[src/rtl/wb_pkg.sv]
// Shared types for the writeback arbiter: queue entry layout and source identifiers.
// Entries carry WB_XLEN data bits; instances with a narrower XLEN zero-extend on push.
package wb_pkg;

    localparam int unsigned WB_XLEN = 64;
    localparam int unsigned NUM_SRC = 3;

    typedef enum logic [1:0] {
        SRC_ALU = 2'd0,
        SRC_CSR = 2'd1,
        SRC_LSU = 2'd2
    } wb_src_e;

    typedef struct packed {
        logic [4:0]         addr;
        logic [WB_XLEN-1:0] data;
    } wb_entry_t;

endpackage

[src/rtl/wb_arbiter_if.sv]
// Writeback arbiter bus: three result sources in, one register-file write port out,
// plus the decode hazard query.
interface wb_arbiter_if #(
    parameter int unsigned XLEN = 64
) ();

    logic            alu_wb_vld;
    logic [4:0]      alu_wb_addr;
    logic [XLEN-1:0] alu_wb_data;
    logic            csr_wb_vld;
    logic [4:0]      csr_wb_addr;
    logic [XLEN-1:0] csr_wb_data;
    logic            lsu_wb_vld;
    logic [4:0]      lsu_wb_addr;
    logic [XLEN-1:0] lsu_wb_data;

    logic            rf_wen;
    logic [4:0]      rf_waddr;
    logic [XLEN-1:0] rf_wdata;
    logic            wb_stall;
    logic            wb_overflow;
    logic [63:0]     retire_cnt;

    logic [4:0]      rs1_addr;
    logic [4:0]      rs2_addr;
    logic            rs1_busy;
    logic            rs2_busy;

    modport master (
        output alu_wb_vld, alu_wb_addr, alu_wb_data,
        output csr_wb_vld, csr_wb_addr, csr_wb_data,
        output lsu_wb_vld, lsu_wb_addr, lsu_wb_data,
        output rs1_addr, rs2_addr,
        input  rf_wen, rf_waddr, rf_wdata, wb_stall, wb_overflow, retire_cnt,
        input  rs1_busy, rs2_busy
    );

    modport slave (
        input  alu_wb_vld, alu_wb_addr, alu_wb_data,
        input  csr_wb_vld, csr_wb_addr, csr_wb_data,
        input  lsu_wb_vld, lsu_wb_addr, lsu_wb_data,
        input  rs1_addr, rs2_addr,
        output rf_wen, rf_waddr, rf_wdata, wb_stall, wb_overflow, retire_cnt,
        output rs1_busy, rs2_busy
    );

endinterface

[src/rtl/wb_fifo.sv]
// Per-source pending writeback queue. Accepts push and pop in the same cycle even when full;
// exposes per-slot valid bits and addresses so the top can answer hazard queries.
module wb_fifo
    import wb_pkg::*;
#(
    parameter int unsigned DEPTH = 2
) (
    input  logic                          clk,
    input  logic                          rst,
    input  logic                          push,
    input  wb_entry_t                     push_entry,
    input  logic                          pop,
    output wb_entry_t                     head,
    output logic [$clog2(DEPTH):0]        count,
    output logic                          full,
    output logic                          empty,
    output logic                          overflow,
    output logic [DEPTH-1:0]              entry_vld,
    output logic [DEPTH-1:0][4:0]         entry_addr
);

    localparam int unsigned AW = $clog2(DEPTH);
    localparam int unsigned CW = AW + 1;

    wb_entry_t       mem_q [DEPTH];
    logic [AW-1:0]   rd_ptr_q, wr_ptr_q;
    logic [CW-1:0]   count_q;
    logic            push_ok, pop_ok;
    logic [AW-1:0]   offset;

    assign empty    = (count_q == '0);
    assign full     = (count_q == CW'(DEPTH));
    assign count    = count_q;
    assign head     = mem_q[rd_ptr_q];
    assign pop_ok   = pop && !empty;
    assign push_ok  = push && (!full || pop_ok);
    assign overflow = push && full && !pop_ok;

    always_ff @(posedge clk or posedge rst) begin
        if (rst) begin
            rd_ptr_q <= '0;
            wr_ptr_q <= '0;
            count_q  <= '0;
        end else begin
            if (push_ok) wr_ptr_q <= wr_ptr_q + AW'(1);
            if (pop_ok)  rd_ptr_q <= rd_ptr_q + AW'(1);
            count_q <= count_q + CW'(push_ok) - CW'(pop_ok);
        end
    end

    // Storage needs no reset: slot validity comes from the pointers and count.
    always_ff @(posedge clk) begin
        if (push_ok) mem_q[wr_ptr_q] <= push_entry;
    end

    always_comb begin
        entry_vld  = '0;
        entry_addr = '0;
        offset     = '0;
        for (int i = 0; i < int'(DEPTH); i++) begin
            offset        = AW'(i) - rd_ptr_q;
            entry_vld[i]  = ({1'b0, offset} < count_q);
            entry_addr[i] = mem_q[i].addr;
        end
    end

endmodule

[src/rtl/wb_arbiter.sv]
// Writeback arbiter: three source queues drained one entry per cycle (lsu > csr > alu) into
// a registered register-file write port. Define WB_HAZARD_EN to enable rs1/rs2 busy compare.
module wb_arbiter
    import wb_pkg::*;
#(
    parameter int unsigned DEPTH = 2,
    parameter int unsigned XLEN  = 64
) (
    input  logic         clk,
    input  logic         rst,
    wb_arbiter_if.slave  bus
);

    localparam int unsigned CW = $clog2(DEPTH) + 1;

    logic      [NUM_SRC-1:0]                  push_vld;
    wb_entry_t [NUM_SRC-1:0]                  push_entry;
    logic      [NUM_SRC-1:0]                  pop;
    wb_entry_t [NUM_SRC-1:0]                  head;
    logic      [NUM_SRC-1:0][CW-1:0]          count;
    logic      [NUM_SRC-1:0]                  full, empty, ovf_evt;
    logic      [NUM_SRC-1:0][DEPTH-1:0]       entry_vld;
    logic      [NUM_SRC-1:0][DEPTH-1:0][4:0]  entry_addr;

    wb_src_e         sel;
    logic            pop_any;
    wb_entry_t       head_sel;
    logic            rf_wen_q;
    logic [4:0]      rf_waddr_q;
    logic [XLEN-1:0] rf_wdata_q;
    logic            overflow_q;
    logic [63:0]     retire_cnt_q;
    logic            stall;

    // x0 writes are architecturally dead, so they never enter a queue.
    always_comb begin
        push_vld[SRC_ALU]   = bus.alu_wb_vld && (bus.alu_wb_addr != 5'd0);
        push_vld[SRC_CSR]   = bus.csr_wb_vld && (bus.csr_wb_addr != 5'd0);
        push_vld[SRC_LSU]   = bus.lsu_wb_vld && (bus.lsu_wb_addr != 5'd0);
        push_entry[SRC_ALU] = '{addr: bus.alu_wb_addr, data: WB_XLEN'(bus.alu_wb_data)};
        push_entry[SRC_CSR] = '{addr: bus.csr_wb_addr, data: WB_XLEN'(bus.csr_wb_data)};
        push_entry[SRC_LSU] = '{addr: bus.lsu_wb_addr, data: WB_XLEN'(bus.lsu_wb_data)};
    end

    for (genvar s = 0; s < int'(NUM_SRC); s++) begin : g_fifo
        wb_fifo #(
            .DEPTH (DEPTH)
        ) u_fifo (
            .clk        (clk),
            .rst        (rst),
            .push       (push_vld[s]),
            .push_entry (push_entry[s]),
            .pop        (pop[s]),
            .head       (head[s]),
            .count      (count[s]),
            .full       (full[s]),
            .empty      (empty[s]),
            .overflow   (ovf_evt[s]),
            .entry_vld  (entry_vld[s]),
            .entry_addr (entry_addr[s])
        );
    end

    always_comb begin
        pop     = '0;
        sel     = SRC_ALU;
        pop_any = 1'b1;
        if (!empty[SRC_LSU]) begin
            sel = SRC_LSU;
        end else if (!empty[SRC_CSR]) begin
            sel = SRC_CSR;
        end else if (!empty[SRC_ALU]) begin
            sel = SRC_ALU;
        end else begin
            pop_any = 1'b0;
        end
        pop[sel] = pop_any;
        head_sel = head[sel];
    end

    always_comb begin
        stall = 1'b0;
        for (int s = 0; s < int'(NUM_SRC); s++) begin
            if (count[s] >= CW'(DEPTH - 1)) stall = 1'b1;
        end
    end

    always_ff @(posedge clk or posedge rst) begin
        if (rst) begin
            rf_wen_q     <= 1'b0;
            rf_waddr_q   <= '0;
            rf_wdata_q   <= '0;
            overflow_q   <= 1'b0;
            retire_cnt_q <= '0;
        end else begin
            rf_wen_q     <= pop_any;
            retire_cnt_q <= retire_cnt_q + 64'(pop_any);
            overflow_q   <= overflow_q | (|ovf_evt);
            if (pop_any) begin
                rf_waddr_q <= head_sel.addr;
                rf_wdata_q <= head_sel.data[XLEN-1:0];
            end
        end
    end

    assign bus.rf_wen      = rf_wen_q;
    assign bus.rf_waddr    = rf_waddr_q;
    assign bus.rf_wdata    = rf_wdata_q;
    assign bus.wb_stall    = stall;
    assign bus.wb_overflow = overflow_q;
    assign bus.retire_cnt  = retire_cnt_q;

`ifdef WB_HAZARD_EN
    // A register is busy while any queued entry or the in-flight write targets it.
    always_comb begin
        bus.rs1_busy = rf_wen_q && (rf_waddr_q == bus.rs1_addr);
        bus.rs2_busy = rf_wen_q && (rf_waddr_q == bus.rs2_addr);
        for (int s = 0; s < int'(NUM_SRC); s++) begin
            for (int i = 0; i < int'(DEPTH); i++) begin
                if (entry_vld[s][i] && (entry_addr[s][i] == bus.rs1_addr)) bus.rs1_busy = 1'b1;
                if (entry_vld[s][i] && (entry_addr[s][i] == bus.rs2_addr)) bus.rs2_busy = 1'b1;
            end
        end
        if (bus.rs1_addr == 5'd0) bus.rs1_busy = 1'b0;
        if (bus.rs2_addr == 5'd0) bus.rs2_busy = 1'b0;
    end
`else
    logic unused_hazard;
    assign unused_hazard = ^{bus.rs1_addr, bus.rs2_addr, entry_vld, entry_addr, full};
    assign bus.rs1_busy  = 1'b0;
    assign bus.rs2_busy  = 1'b0;
`endif

endmodule

[src/flat_wrapper.sv]
// flat-port wrapper written by rule: the top's interface ports become plain ports
module wb_arbiter_flat import wb_pkg::*;
#(
    parameter int unsigned DEPTH = 2,
    parameter int unsigned XLEN  = 64
)
  (clk, rst, bus_alu_wb_vld, bus_alu_wb_addr, bus_alu_wb_data, bus_csr_wb_vld, bus_csr_wb_addr, bus_csr_wb_data, bus_lsu_wb_vld, bus_lsu_wb_addr, bus_lsu_wb_data, bus_rs1_addr, bus_rs2_addr, bus_rf_wen, bus_rf_waddr, bus_rf_wdata, bus_wb_stall, bus_wb_overflow, bus_retire_cnt, bus_rs1_busy, bus_rs2_busy);
  wb_arbiter_if #(.XLEN(XLEN)) bus_i ();
  input  logic clk;
  input  logic rst;
  input wire logic [$bits(bus_i.alu_wb_vld)-1:0] bus_alu_wb_vld;
  input wire logic [$bits(bus_i.alu_wb_addr)-1:0] bus_alu_wb_addr;
  input wire logic [$bits(bus_i.alu_wb_data)-1:0] bus_alu_wb_data;
  input wire logic [$bits(bus_i.csr_wb_vld)-1:0] bus_csr_wb_vld;
  input wire logic [$bits(bus_i.csr_wb_addr)-1:0] bus_csr_wb_addr;
  input wire logic [$bits(bus_i.csr_wb_data)-1:0] bus_csr_wb_data;
  input wire logic [$bits(bus_i.lsu_wb_vld)-1:0] bus_lsu_wb_vld;
  input wire logic [$bits(bus_i.lsu_wb_addr)-1:0] bus_lsu_wb_addr;
  input wire logic [$bits(bus_i.lsu_wb_data)-1:0] bus_lsu_wb_data;
  input wire logic [$bits(bus_i.rs1_addr)-1:0] bus_rs1_addr;
  input wire logic [$bits(bus_i.rs2_addr)-1:0] bus_rs2_addr;
  output wire logic [$bits(bus_i.rf_wen)-1:0] bus_rf_wen;
  output wire logic [$bits(bus_i.rf_waddr)-1:0] bus_rf_waddr;
  output wire logic [$bits(bus_i.rf_wdata)-1:0] bus_rf_wdata;
  output wire logic [$bits(bus_i.wb_stall)-1:0] bus_wb_stall;
  output wire logic [$bits(bus_i.wb_overflow)-1:0] bus_wb_overflow;
  output wire logic [$bits(bus_i.retire_cnt)-1:0] bus_retire_cnt;
  output wire logic [$bits(bus_i.rs1_busy)-1:0] bus_rs1_busy;
  output wire logic [$bits(bus_i.rs2_busy)-1:0] bus_rs2_busy;
  assign bus_i.alu_wb_vld = bus_alu_wb_vld;
  assign bus_i.alu_wb_addr = bus_alu_wb_addr;
  assign bus_i.alu_wb_data = bus_alu_wb_data;
  assign bus_i.csr_wb_vld = bus_csr_wb_vld;
  assign bus_i.csr_wb_addr = bus_csr_wb_addr;
  assign bus_i.csr_wb_data = bus_csr_wb_data;
  assign bus_i.lsu_wb_vld = bus_lsu_wb_vld;
  assign bus_i.lsu_wb_addr = bus_lsu_wb_addr;
  assign bus_i.lsu_wb_data = bus_lsu_wb_data;
  assign bus_i.rs1_addr = bus_rs1_addr;
  assign bus_i.rs2_addr = bus_rs2_addr;
  assign bus_rf_wen = bus_i.rf_wen;
  assign bus_rf_waddr = bus_i.rf_waddr;
  assign bus_rf_wdata = bus_i.rf_wdata;
  assign bus_wb_stall = bus_i.wb_stall;
  assign bus_wb_overflow = bus_i.wb_overflow;
  assign bus_retire_cnt = bus_i.retire_cnt;
  assign bus_rs1_busy = bus_i.rs1_busy;
  assign bus_rs2_busy = bus_i.rs2_busy;
  wb_arbiter #(.DEPTH(DEPTH), .XLEN(XLEN)) u_core (.clk(clk), .rst(rst), .bus(bus_i));
endmodule
[config.mk]
export PLATFORM = sky130hd
export DESIGN_NAME = wb_arbiter_flat
export DESIGN_NICKNAME = d
export VERILOG_FILES = /design/src/rtl/wb_pkg.sv /design/src/rtl/wb_arbiter_if.sv /design/src/rtl/wb_fifo.sv /design/src/rtl/wb_arbiter.sv /design/src/flat_wrapper.sv
export SDC_FILE = /design/constraint.sdc
export NUM_CORES = 1
export LEC_CHECK = 0
export ABC_AREA = 1
export ABC_CLOCK_PERIOD_IN_PS = 11500
export BUFFER_PORTS_ARGS = -buffer_cell sky130_fd_sc_hd__buf_2
export CAP_MARGIN = 20
export CORE_UTILIZATION = 54
export CTS_CLUSTER_SIZE = 20
export DETAILED_ROUTE_END_ITERATION = 7
export GPL_TIMING_DRIVEN = 0
export PLACE_DENSITY = 0.76
export SLEW_MARGIN = 15
export SYNTH_ARGS = -nofsm -noshare
export SYNTH_HDL_FRONTEND = slang
export SYNTH_SLANG_ARGS = --single-unit
[constraint.sdc]
create_clock -name clk -period 11.5 [get_ports clk]
set_input_delay 1.15 -clock clk [delete_from_list [all_inputs] [get_ports clk]]
set_output_delay 1.15 -clock clk [all_outputs]
set_load 0.005 [all_outputs]
==> run metrics <==
Power Density roughly 240 nW/um^2; clock insertion delay at the later pin of the skew report 610 ps; drt first-iter violations about 1400; most frequent standard cell in the layout excluding fill and tap cells nand2_1; combined global-route utilization of all metal layers a little under a third; max_slew headroom a little under half; ratio of cells with drive above 1 in the final layout 22.6%; total non-filler cell area in the finished layout about 28000 um^2; unrepaired setup endpoints after global routing no; GPL Wtd Cong 0.990; filler cell count in the final layout 3095; post-synthesis sequential element count 561; post-detailed-placement cell area roughly 26000 um^2; timing-limited maximum frequency roughly 300 MHz; final slew viol count 0; root buffer cell clkbuf_16; Top delay family on crit path simple AND/OR/NAND/NOR gates; total of cells resized after clock tree synthesis 0; total wire length 66.5 mm; CP arrival around 3800 ps; Post-Route Setup TNS 0 ps; Worst VDD drop ~0.00014 V; largest incremental delay on the critical path approximately 380 ps; vias after detailed routing between 15000 and 20000; die outline height ~210 um; class of the worst hold path flop to flop; number of iterations in the first detailed-routing pass 5; TritonCTS clock tree yes; H-tree levels 2; Die Area approximately 43000 um^2; Post-Syn Instances 2044; final routed wire length divided by cell count between 20 and 25 um; Clock Skew 24.6 ps; Clock transition at path regs 60 ps; via count of the first global-routing pass 17073; critical-path cell list nor2_2 > nand2_2 > inv_2 > nand2_1 > buf_4 > buf_2 > ha_1 > ha_1 > nand2_1 > nor2_2 > nand2_1 > nor2_1 > nand2_1 > o21ai_1 > nand2_1; initial antenna violation count 38; sequential-to-total area share from yosys stat a little over two thirds; final clock period utilization by the worst path 29.0%; Required @ worst endpoint approximately 12000 ps; status finished, final reports clean; I/O pins 360; Critical Path Fanout Max 11; most frequent cells in the layout nand2_1, edfxtp_1, buf_2; standard cell with the maximum stage delay on the critical path dfrtp_1; number of hold violations in the final report 0; Post-CTS Setup Inserts 0; Overall Power roughly 6.6 mW; most common flop cell mapped by yosys edfxtp_1; number of nets at the end of the flow around 2700; Avg Synthesized Cell Area 11.2 um^2; Synth Warn # 0; Post-synth EDFFs between 400 and 500; kind of critical path flop to flop; HPWL after detailed placement about 48 mm; Core Region 41900 um^2; number of I/O port buffers around 350; DRC violation count after routing 0; number of standard-cell rows in the floorplan 75; largest net degree at the start of global routing 82; Longest Clk Path Bufs 3; Critical Path Start Type flop; Static Leak approximately 11 nW; clock period minus final worst setup slack between 3000 and 4000 ps; Routed Antenna Nets 0; total clock buffers created by CTS 56; clock sinks roughly 560; Setup-failing EPs final 0; number of distinct library cell variants in the gate-level netlist after synthesis 31; CP most frequent cell nand2_1; routed vias/inst about 5.5; wire length of the first global-routing pass roughly 100 mm; number of buffers added to fix hold violations after cts 0; share of async-settable or async-resettable flops after synthesis a little over a quarter; growth of design area from synthesis to finish 20.7%; critical path endpoint category flop; Syn Std Cell Area between 20000 and 25000 um^2; starting density of the core roughly 55%; Horiz. Die Dim 208 um; worst path bufs/invs 3; max capacitance violation total 0; gr ovfl total 0; worst slew pin tran approximately 810 ps
## final timing paths
check                                            startpoint                        end  slack, ps  cells past startpoint
max reg2reg                u_core.g_fifo[2].u_fifo.count[1]  u_core.bus.retire_cnt[58]       8170                     15
min reg2reg                         u_core.bus.rf_wdata[52]    u_core.bus.rf_wdata[52]        470                      2
min                                 u_core.bus.rf_wdata[52]    u_core.bus.rf_wdata[52]        470                      2
min in group asynchronous                               rst  u_core.bus.retire_cnt[31]        580                      2
max in group asynchronous                               rst    u_core.bus.rf_wdata[36]      10100                      3
max                        u_core.g_fifo[2].u_fifo.count[1]  u_core.bus.retire_cnt[58]       8170                     15
## worst register-to-register path, delay by kind of cell (launching register included)
kind	cells	cell delay (ps)
buffers and inverters	3	670
flip-flops	1	380
AO/OA/AOI/OAI	1	180
AND/OR/NAND/NOR	9	1360
adder cells (fa/ha/maj)	2	610
## area by class of cell
type	instances	area (um^2)	area share, %
Clock inverter	23	195	0.707
Antenna cell	25	62.6	0.227
Timing Repair Buffer	365	2190	7.92
Clock buffer	81	1570	5.67
Inverter	56	218	0.788
Multi-Input combinational cell	1347	6230	22.6
Buffer	81	372	1.35
Sequential cell	561	16100	58.3
Tap cell	539	674	2.44
## flip-flops by register name, indices dropped and copies added (netlist names)
name and flops:
u_core.bus.rf_waddr 5, u_core.g_fifo.u_fifo.rd_ptr_q 3, u_core.g_fifo.u_fifo.mem_q 414, u_core.bus.wb_overflow 1
u_core.bus.retire_cnt 64, u_core.g_fifo.u_fifo.wr_ptr_q 3, u_core.g_fifo.u_fifo.count 6, u_core.bus.rf_wdata 64
u_core.bus.rf_wen 1
## layer usage
layer	vias to the layer above	GRT usage [%]	routed length (um)
met2	707	53.4	33900
li1	7794	-	-
met3	164	7.17	5140
met5	-	0	178
met1	8141	37.4	24900
met4	26	13.6	2420
## cells by family (layout without fill, tap and decap cells)
| group | Yosys count | in the layout | synth area share [%] |
|---|---|---|---|
| buffers and inverters | 137 | 606 | 2.54 |
| xor gates and xnor gates | 42 | 42 | 1.61 |
| AOI/OAI and AO/OA | 239 | 239 | 5.97 |
| DFF | 561 | 561 | 70.4 |
| muxes | 15 | 15 | 0.656 |
| other | 1 | 27 | 0.0164 |
| and+or+nand+nor | 1041 | 1041 | 18.3 |
| adders and majority gates | 8 | 8 | 0.438 |
## Yosys cell counts, types with 3 or more instances
cell,count,share of area [%]
nand2_1,587,9.6
edfxtp_1,414,54
nor2_1,333,5.5
dfrtp_1,147,16
o21ai_0,144,3.2
o211ai_1,62,2.0
or2_2,62,1.7
inv_1,51,0.84
clkbuf_1,49,0.80
o21ai_1,26,0.57
xnor2_1,25,0.96
buf_2,24,0.53
nand3_1,19,0.42
xor2_1,17,0.65
mux2i_1,15,0.66
nand4_1,14,0.38
nor2_2,9,0.25
ha_1,8,0.44
nor3_1,7,0.15
buf_4,6,0.20
o31ai_1,5,0.16
inv_2,4,0.066
nand3b_1,4,0.13
nand2_2,3,0.082
## report_power, final
part	switching, mW	internal [mW]
clock network	0.772	0.992
logic	1.30	0.667
registers	0.162	2.67
## stage by stage
stage	hold slack, ps	std cells	util, %	setup slack (ps)
finish	475	3078	66.0	8170
global route	496	3073	66.0	7920
CTS	477	3053	65.8	8210
detailed placement	460	2949	61.6	8220
global placement	458	2931	60.4	3990
floorplan	470	2045	-	6400
Power figures use the tool's default switching activity.
